==> config.mk <==
export PLATFORM = sky130hd
export DESIGN_NAME = sram_arbiter
export DESIGN_NICKNAME = d
export VERILOG_FILES = /design/src/rtl/sram_arbiter.sv
export SDC_FILE = /design/constraint.sdc
export NUM_CORES = 1
export LEC_CHECK = 0
export CAP_MARGIN = 10
export CORE_MARGIN = 2
export CORE_UTILIZATION = 42
export CTS_CLUSTER_SIZE = 16
export DETAILED_ROUTE_END_ITERATION = 10
export PLACE_DENSITY = 0.79
export SLEW_MARGIN = 0
export SYNTH_ARGS = -nofsm -noshare
export SYNTH_HDL_FRONTEND = slang
export SYNTH_SLANG_ARGS = --single-unit
==> constraint.sdc <==
create_clock -name clk -period 2.1 [get_ports clk]
set_input_delay 0.63 -clock clk [delete_from_list [all_inputs] [get_ports clk]]
set_output_delay 0.63 -clock clk [all_outputs]
set_load 0.01 [all_outputs]
==> src/rtl/sram_arbiter.sv <==
`default_nettype none
// ============================================================================
//  Module      : sram_arbiter
//  Description : Single-port board SRAM arbiter shared by the IF stage
//                (read-only) and the MEM stage (load/store). Sequences the
//                multi-cycle SRAM read/write strobes, returns a one-cycle ack
//                with registered read data, and raises pipeline stall
//                requests. MEM has priority, bounded by an IF starvation
//                counter.
//  Revision    : 1.0  initial release
// ============================================================================
module sram_arbiter #(
    parameter int WAIT_CYCLES  = 1,   // 1..7
    parameter int STARVE_LIMIT = 4    // 1..15
) (
    input  logic        clk,
    input  logic        rst,
    // IF stage port
    input  logic        if_req,
    input  logic [15:0] if_addr,
    output logic [15:0] if_rdata,
    output logic        if_ack,
    // MEM stage port
    input  logic        mem_req,
    input  logic        mem_we,
    input  logic [15:0] mem_addr,
    input  logic [15:0] mem_wdata,
    output logic [15:0] mem_rdata,
    output logic        mem_ack,
    // Stall requests to the pipeline controller
    output logic        if_stall_req,
    output logic        mem_stall_req,
    // SRAM interface
    output logic [15:0] ram_addr,
    output logic [15:0] ram_wdata,
    input  logic [15:0] ram_rdata,
    output logic        ram_data_oe,
    output logic        ram_ce_n,
    output logic        ram_oe_n,
    output logic        ram_we_n
);

    typedef enum logic [2:0] {
        S_IDLE     = 3'd0,
        S_RD       = 3'd1,
        S_WR_SETUP = 3'd2,
        S_WR_PULSE = 3'd3,
        S_WR_HOLD  = 3'd4,
        S_DONE     = 3'd5
    } state_t;

    // Last value of the wait counter in RD (WAIT_CYCLES+1 cycles) and in
    // WR_PULSE (WAIT_CYCLES cycles); both counts start at 0.
    localparam logic [2:0] c_rd_last     = 3'(WAIT_CYCLES);
    localparam logic [2:0] c_pulse_last  = 3'(WAIT_CYCLES - 1);
    localparam logic [3:0] c_starve_limit = 4'(STARVE_LIMIT);

    state_t      r_state;
    logic [2:0]  r_wait;
    logic [3:0]  r_starve;
    logic        r_grant_mem;
    logic        r_if_ack;
    logic        r_mem_ack;
    logic [15:0] r_if_rdata;
    logic [15:0] r_mem_rdata;
    logic [15:0] r_ram_addr;
    logic [15:0] r_ram_wdata;
    logic        r_data_oe;
    logic        r_ce_n;
    logic        r_oe_n;
    logic        r_we_n;

    // MEM wins unless IF is pending and has been passed over STARVE_LIMIT times.
    logic w_mem_wins;
    assign w_mem_wins = mem_req && ((r_starve < c_starve_limit) || !if_req);

    // Arbitration and SRAM timing sequencer; every strobe is set on the edge
    // that enters the state it belongs to, so all outputs are registered.
    always_ff @(posedge clk) begin
        if (rst) begin
            r_state     <= S_IDLE;
            r_wait      <= 3'd0;
            r_starve    <= 4'd0;
            r_grant_mem <= 1'b0;
            r_if_ack    <= 1'b0;
            r_mem_ack   <= 1'b0;
            r_if_rdata  <= 16'd0;
            r_mem_rdata <= 16'd0;
            r_ram_addr  <= 16'd0;
            r_ram_wdata <= 16'd0;
            r_data_oe   <= 1'b0;
            r_ce_n      <= 1'b1;
            r_oe_n      <= 1'b1;
            r_we_n      <= 1'b1;
        end else begin
            r_if_ack  <= 1'b0;
            r_mem_ack <= 1'b0;
            case (r_state)
                S_IDLE: begin
                    r_wait <= 3'd0;
                    if (w_mem_wins) begin
                        r_grant_mem <= 1'b1;
                        r_ram_addr  <= mem_addr;
                        r_ram_wdata <= mem_wdata;
                        r_ce_n      <= 1'b0;
                        if (if_req) begin
                            if (r_starve < c_starve_limit) begin
                                r_starve <= r_starve + 4'd1;
                            end
                        end else begin
                            r_starve <= 4'd0;
                        end
                        if (mem_we) begin
                            r_data_oe <= 1'b1;
                            r_state   <= S_WR_SETUP;
                        end else begin
                            r_oe_n  <= 1'b0;
                            r_state <= S_RD;
                        end
                    end else if (if_req) begin
                        r_grant_mem <= 1'b0;
                        r_ram_addr  <= if_addr;
                        r_starve    <= 4'd0;
                        r_ce_n      <= 1'b0;
                        r_oe_n      <= 1'b0;
                        r_state     <= S_RD;
                    end else begin
                        r_starve <= 4'd0;
                    end
                end
                S_RD: begin
                    if (r_wait == c_rd_last) begin
                        // Last RD edge: capture into the granted port only.
                        if (r_grant_mem) begin
                            r_mem_rdata <= ram_rdata;
                            r_mem_ack   <= 1'b1;
                        end else begin
                            r_if_rdata <= ram_rdata;
                            r_if_ack   <= 1'b1;
                        end
                        r_ce_n  <= 1'b1;
                        r_oe_n  <= 1'b1;
                        r_state <= S_DONE;
                    end else begin
                        r_wait <= r_wait + 3'd1;
                    end
                end
                S_WR_SETUP: begin
                    r_we_n  <= 1'b0;
                    r_wait  <= 3'd0;
                    r_state <= S_WR_PULSE;
                end
                S_WR_PULSE: begin
                    if (r_wait == c_pulse_last) begin
                        r_we_n  <= 1'b1;
                        r_state <= S_WR_HOLD;
                    end else begin
                        r_wait <= r_wait + 3'd1;
                    end
                end
                S_WR_HOLD: begin
                    r_ce_n    <= 1'b1;
                    r_data_oe <= 1'b0;
                    r_mem_ack <= 1'b1;
                    r_state   <= S_DONE;
                end
                S_DONE: begin
                    r_state <= S_IDLE;
                end
                default: begin
                    r_ce_n    <= 1'b1;
                    r_oe_n    <= 1'b1;
                    r_we_n    <= 1'b1;
                    r_data_oe <= 1'b0;
                    r_state   <= S_IDLE;
                end
            endcase
        end
    end

    assign if_rdata      = r_if_rdata;
    assign if_ack        = r_if_ack;
    assign mem_rdata     = r_mem_rdata;
    assign mem_ack       = r_mem_ack;
    assign ram_addr      = r_ram_addr;
    assign ram_wdata     = r_ram_wdata;
    assign ram_data_oe   = r_data_oe;
    assign ram_ce_n      = r_ce_n;
    assign ram_oe_n      = r_oe_n;
    assign ram_we_n      = r_we_n;
    assign if_stall_req  = if_req & ~r_if_ack;
    assign mem_stall_req = mem_req & ~r_mem_ack;

endmodule
`default_nettype wire

==> results.md, run 1 <==
* Post-cts resize count at 6
* Starting DRC count in detailed routing at 134
* VDD IR max at 0.352 mV
* Synthesized net count at 458
* Crit path kind: input port to output pin
* Leak Pwr at 1.83 nW
* Sequential element share of the synthesized area at 48.6%
* Distinct cell type count after synthesis at 36
* Crit path arrival time at 1350 ps
* Post-route clock period utilization at a little over nine tenths
* Fraction of layout cells with a size suffix above 1 at 9.81%
* Largest net degree at the start of global routing at 33
* GRT busiest layer: met2
* Area of the core at 7730 um^2
* H-Tree Depth at 3
* CTS tree: done
* Synth top area share at 48.6%
* Post-synth top cells: dfxtp_1 (81), nand2_1 (72), a21oi_1 (39), nor2_1 (38), nand3_1 (37)
* Met1 GRT Util at around a quarter
* Die width at 93.1 um
* RSZ-0062 raised after global routing: false
* Ports at 141
* Die H at 93.1 um
* Yosys warns at 0
* Gr ovfl total at 0
* Pre-antenna DRT Iters at 4
* Routed len/inst at 13.8 um
* N_diodes at 0
* Most common cell in the netlist: dfxtp_1
* Via density at 5.11
* Crit start category: input port
* Final setup fails at 0
* CP max FO at 2
* Clock-pin slew on the worst setup and hold paths at around 70 ps
* Hold Buf Count CTS at 0
* Top post-synthesis cells by area: dfxtp_1 (49%), nand2_1 (8.1%), a21oi_1 (5.9%), nand3_1 (5.6%), mux2i_1 (4.8%)
* Die area at between 8000 and 9000 um^2
* Vias in the first global route at 3112
* Cells after Synth at 385
* Met2 usage at 35.3%
* Final wirelength at 8.73 mm
* First-pass GRT wire length at 14.3 mm
* Post-DP HPWL at 6.41 mm
* Maxcap violations at 0
* Mapped Area at 3330 um^2
* Worst R2R Path Depth at 4
* Worst slew margin at 67.1%
* Drc violations at 0
* Worst Hold Slack at 458 ps
* Initial antenna violation count at 0
* Worst slew pin tran at around 490 ps
* Inst Count DP at 616
* Nets@finish at between 500 and 600
* Max Root-Sink Buffers at 2
* Area growth from synthesis to layout at 52.2%
* Initial Utilization at 43.1%
* Critical Path RT at between 1000 and 1500 ps
* Shortest period the worst path allows at 1980 ps
* Final Max Slew Viols at 0
* Met3 global-route usage at 5.00%
* Number of synthesized flops with an enable pin at 0
* Root buffer cell: clkbuf_8
* Status: complete, no violations
* Num rows at 32
* GRT Resource Usage Total at 20.5%
* Predominant post-synthesis flop cell: dfxtp_1
* Clk sinks at 81
* Via count at 3229
* Crit. End Element: output pin
* DRT antenna net count at 0
* Non-filler cells, final at 632
* Clk_lat worst skew at 340 ps
* Power density over the cells at 752 nW/um^2
* PortBufs at 140
* Flop and latch count out of synthesis at 81
* Hold/Removal Path Class: flop to flop
* Worst hold stages at 2
* Post-CTS setup buffer count at 0
* Skew final at 11.8 ps
* Fmax at 0.505 GHz
* CTS Buf Count at 9
* Ys async rst share at 0%
* Largest area contributor in the netlist: dfxtp_1
* Fill count at 623
* Synth Area per Inst at roughly 8.7 um^2
* Final hold violation count at 0
* GPL Wtd Cong at 0.784
layer usage:
metal	vias to the layer above	part of all wire, %	wire length (um)
met2	104	50	4400
met5	-	0	0
met4	0	1.4	125
met1	1511	42	3640
met3	10	6.5	566
li1	1604	-	-
metrics by stage:
stage | total power (W) | util, % | cell area, um^2 | setup slack [ps] | TNS (ps)
after floorplan | 0.00228 | - | 3330 | 442 | 0
after global placement | 0.00270 | 63.2 | 4890 | -301 | -2340
after detailed placement | 0.00273 | 63.2 | 4890 | -295 | -2750
after CTS | 0.00385 | 65.8 | 5090 | 13.7 | 0
after global routing | 0.00402 | 65.7 | 5070 | 72.8 | 0
final | 0.00382 | 65.7 | 5070 | 119 | 0
critical path, stage by stage:
cell	delay (ps)
clkdlybuf4s50_1	470
nor2b_1	120
buf_2	130
state kept, by name, indices dropped and copies added (netlist names):
signal and flops:
if_ack 1, if_rdata 16, mem_ack 1, mem_rdata 16, r_grant_mem 1, r_starve 4
r_state 3, r_wait 3, ram_addr 16, ram_ce_n 1, ram_data_oe 1, ram_oe_n 1
ram_wdata 16, ram_we_n 1
cell type report:
type                       instances  area [um^2]  share of cell area (%)
clock buffer                      12          145                    2.86
clock inverter                     4         51.3                    1.01
inverter                           4         15.0                   0.296
multi-input combinational        269         1540                    30.3
sequential                        81         1620                    32.0
tap                              102          128                    2.52
timing repair buffer             160         1570                    31.0
layout by cell type (no fill, tap or decap), types with 2 or more instances in the layout:
cell             instances
buf_12                   3
a311oi_1                 8
inv_1                    4
clkdlybuf4s50_1        137
a221oi_1                 2
o21a_1                   2
buf_2                    3
and2_1                   3
nand3_1                 37
nor3_1                   5
mux2_2                   2
o211ai_1                 2
a31oi_1                  2
nor2_1                  38
nand2b_1                 3
a21oi_1                 39
nand2_1                 72
clkbuf_8                10
mux2i_1                 16
clkbuf_1                 2
buf_4                   17
ha_1                     4
a311oi_2                 8
a211oi_1                 4
nor2b_1                  4
o21ai_0                  5
dfxtp_1                 81
nor3_2                   2
cells by family (layout without fill, tap and decap cells):
group                    count (synthesis)  in the layout  share of synthesized area [%]
AND/OR/NAND/NOR                        171            171                           23.0
adder cells (fa/ha/maj)                  4              4                           1.50
AO/OA/AOI/OAI                           75             75                           15.8
buffers and inverters                   35            180                           5.37
flip-flops                              81             81                           48.6
multiplexers                            18             18                           5.48
XOR/XNOR                                 1              1                          0.263
report_power, final:
part | total (W) | internal, W | switching (W)
Clock | 0.00113 | 0.000585 | 0.000540
Sequential | 0.00173 | 0.00166 | 0.0000751
Combinational | 0.000959 | 0.000501 | 0.000458
path summary, 6_finish.rpt:
| check | from | to | slack [ps] |
|---|---|---|---|
| setup / recovery | if_req | if_stall_req | 120 |
| hold / removal | ram_wdata[2]$_SDFFE_PP0P_ | ram_wdata[2]$_SDFFE_PP0P_ | 460 |
| hold reg to reg | ram_wdata[2]$_SDFFE_PP0P_ | ram_wdata[2]$_SDFFE_PP0P_ | 460 |
| setup reg to reg | r_state[0]$_SDFFE_PP0P_ | ram_addr[5]$_SDFFE_PP0P_ | 250 |
No activity file was read; power rests on OpenSTA's default activity.
==> inputs of run 2 (changes only) <==
SLEW_MARGIN = 20   (was 0)
==> results of run 2 <==
Same layout as run 1: the final DEF is identical, and so are final timing and power.
==> inputs of run 3 (changes only) <==
CAP_MARGIN = 20   (was 10)
GPL_ROUTABILITY_DRIVEN = 0   (was default)
RECOVER_POWER = 25   (was default)
==> results.md, run 3 (same netlist as run 1, synthesis figures left out) <==
* Clock share of power at 29.6%
* Reg2Reg Launch Point: r_state[1]$_SDFFE_PP0P_
* Inst Count DP at 616
* CP top delay family: buffers and inverters
* Most frequent cells in the layout: clkdlybuf4s50_1 (137), dfxtp_1 (81), nand2_1 (72), a21oi_1 (39), nor2_1 (38)
* Largest net degree at the start of global routing at 33
* Worst Hold Slack at between 400 and 500 ps
* Post-DP HPWL at 6.41 mm
* Maxcap violations at 0
* Die H at between 90 and 100 um
* Starting DRC count in detailed routing at about 160
* Post-route clock period utilization at 94.3%
* CP max FO at 2
* CP startpoint: if_req
* Drc violations at 0
* First-pass GRT wire length at 14.3 mm
* Comb power frac at 24.9%
* Final Max Slew Viols at 0
* CTS tree: done
* Gr ovfl total at 0
* Die width at 93.1 um
* Power Total at 0.00381 W
* Max incr delay on CP at 470 ps
* Vias in the first global route at around 3100
* Via density at 5.14
* Nets@finish at 598
* Sw Ratio at 28.2%
* RSZ-0062 raised after global routing: false
* VDD IR max at 0.351 mV
* Worst slew pin tran at 493 ps
* N_diodes at 0
* Hold Buf Count CTS at 0
* H-Tree Depth at 3
* Final wirelength at 8.83 mm
* Initial Utilization at ~43%
* Worst-path cell chain: clkdlybuf4s50_1 -> nor2b_1 -> buf_2
* Min-Delay Startpoint: mem_rdata[8]$_SDFFE_PP0P_
* Area growth from synthesis to layout at 51.3%
* Crit start category: input port
* CTS Buf Count at 9
* Clock-pin slew on the worst setup and hold paths at ~80 ps
* Final hold violation count at 0
* Max Root-Sink Buffers at 2
* Fill count at 631
* Fmax at between 0.5 and 0.6 GHz
* Sequential power share at ~46%
* Worst path slowest cell: clkdlybuf4s50_1
* Crit path kind: input port to output pin
* Non-filler cells, final at 632
* Status: complete, no violations
* Int Power at 0.00273 W
* Buf+Inv Stages, Crit Path at 2
* Die area at 8660 um^2
* Root buffer cell: clkbuf_8
* Area of the core at 7730 um^2
* Shortest period the worst path allows at 1980 ps
* NetSw at 0.00107 W
* Pre-antenna DRT Iters at 4
* Crit path arrival time at 1350 ps
* Final setup fails at 0
* PortBufs at 140
* Clk sinks at 81
* DRT antenna net count at 0
* Most common cell after layout, fill and taps aside: clkdlybuf4s50_1
* Multi-input gate area at 1520 um^2
* Via count at between 3000 and 4000
* Initial antenna violation count at 0
* Worst slew margin at 67.0%
* Crit. End Element: output pin
* Clk_lat worst skew at 350 ps
* Critical Path RT at 1470 ps
* Ports at 141
* Skew final at between 10 and 15 ps
* Power density over the cells at 755 nW/um^2
* Register Area at between 1500 and 2000 um^2
* Leak Pwr at 1.82 nW
* GRT Resource Usage Total at 20.5%
* Fraction of layout cells with a size suffix above 1 at 9.06%
* Hold/Removal Path Class: flop to flop
* Num rows at 32
* Layout Utilization at around 65%
* Routed len/inst at 14.0 um
## run 3: cell count changes in the layout (fill, tap and decap cells not counted)
cell,change
nor3_1,+2
clkbuf_2,+4
nor4_2,-1
nor4_1,+1
nor3_2,-2
and2_0,+1
buf_4,-5
and2_1,-1
clkbuf_1,+1
## run 3: what timing repair did
item                                    4_1_cts  5_1_grt
gates resized for setup                       6        2
gates cloned                                  0        0
endpoints found under the setup margin        2        2
setup buffers                                 0        0
## run 3: path summary, 6_finish.rpt
| path | end | slack, ps | cells after the start |
|---|---|---|---|
| worst max-delay path | if_stall_req | 120 | 3 |
| worst min-delay path | mem_rdata[8]$_SDFFE_PP0P_ | 460 | 2 |
| worst min register to register | mem_rdata[8]$_SDFFE_PP0P_ | 460 | 2 |
| worst max register to register | ram_wdata[7]$_SDFFE_PP0P_ | 180 | 7 |
## run 3: layer usage
| metal | GRT usage, % | vias to the layer above | routed length (um) |
|---|---|---|---|
| li1 | - | 1601 | - |
| met1 | 24.6 | 1512 | 3750 |
| met2 | 35.3 | 122 | 4350 |
| met3 | 5.00 | 12 | 578 |
| met4 | 8.09 | 0 | 150 |
| met5 | 0 | - | 0 |
## run 3: power by group through the flow
stage | Clock [W] | Combinational [W] | Sequential, W
2_1_floorplan | 0 | 0.000479 | 0.00180
3_3_place_gp | 0 | 0.000940 | 0.00176
3_5_place_dp | 0 | 0.000964 | 0.00177
4_1_cts | 0.00115 | 0.000967 | 0.00173
5_1_grt | 0.00122 | 0.00104 | 0.00175
6_report | 0.00113 | 0.000948 | 0.00173
## run 3: metrics by stage
stage / TNS [ps] / instance area, um^2 / setup slack, ps
after detailed placement: -2750 / 4890 / -295
after global placement: -2340 / 4890 / -301
final: 0 / 5040 / 120
after CTS: 0 / 5090 / 13.7
after floorplan: 0 / 3330 / 442
after global routing: 0 / 5040 / 44.3
## run 3: worst min-delay path: cells and delay by family (launching register included)
family           cells  cell delay [ps]
flip-flops           1              310
AND/OR/NAND/NOR      1               50
AO/OA/AOI/OAI        1               50
## run 3: final cells by class
class	instances	share of cell area (%)
Timing Repair Buffer	160	30.9
Multi-Input combinational cell	269	30.2
Sequential cell	81	32.2
Inverter	4	0.298
Clock buffer	12	2.88
Clock inverter	4	1.02
Tap cell	102	2.53
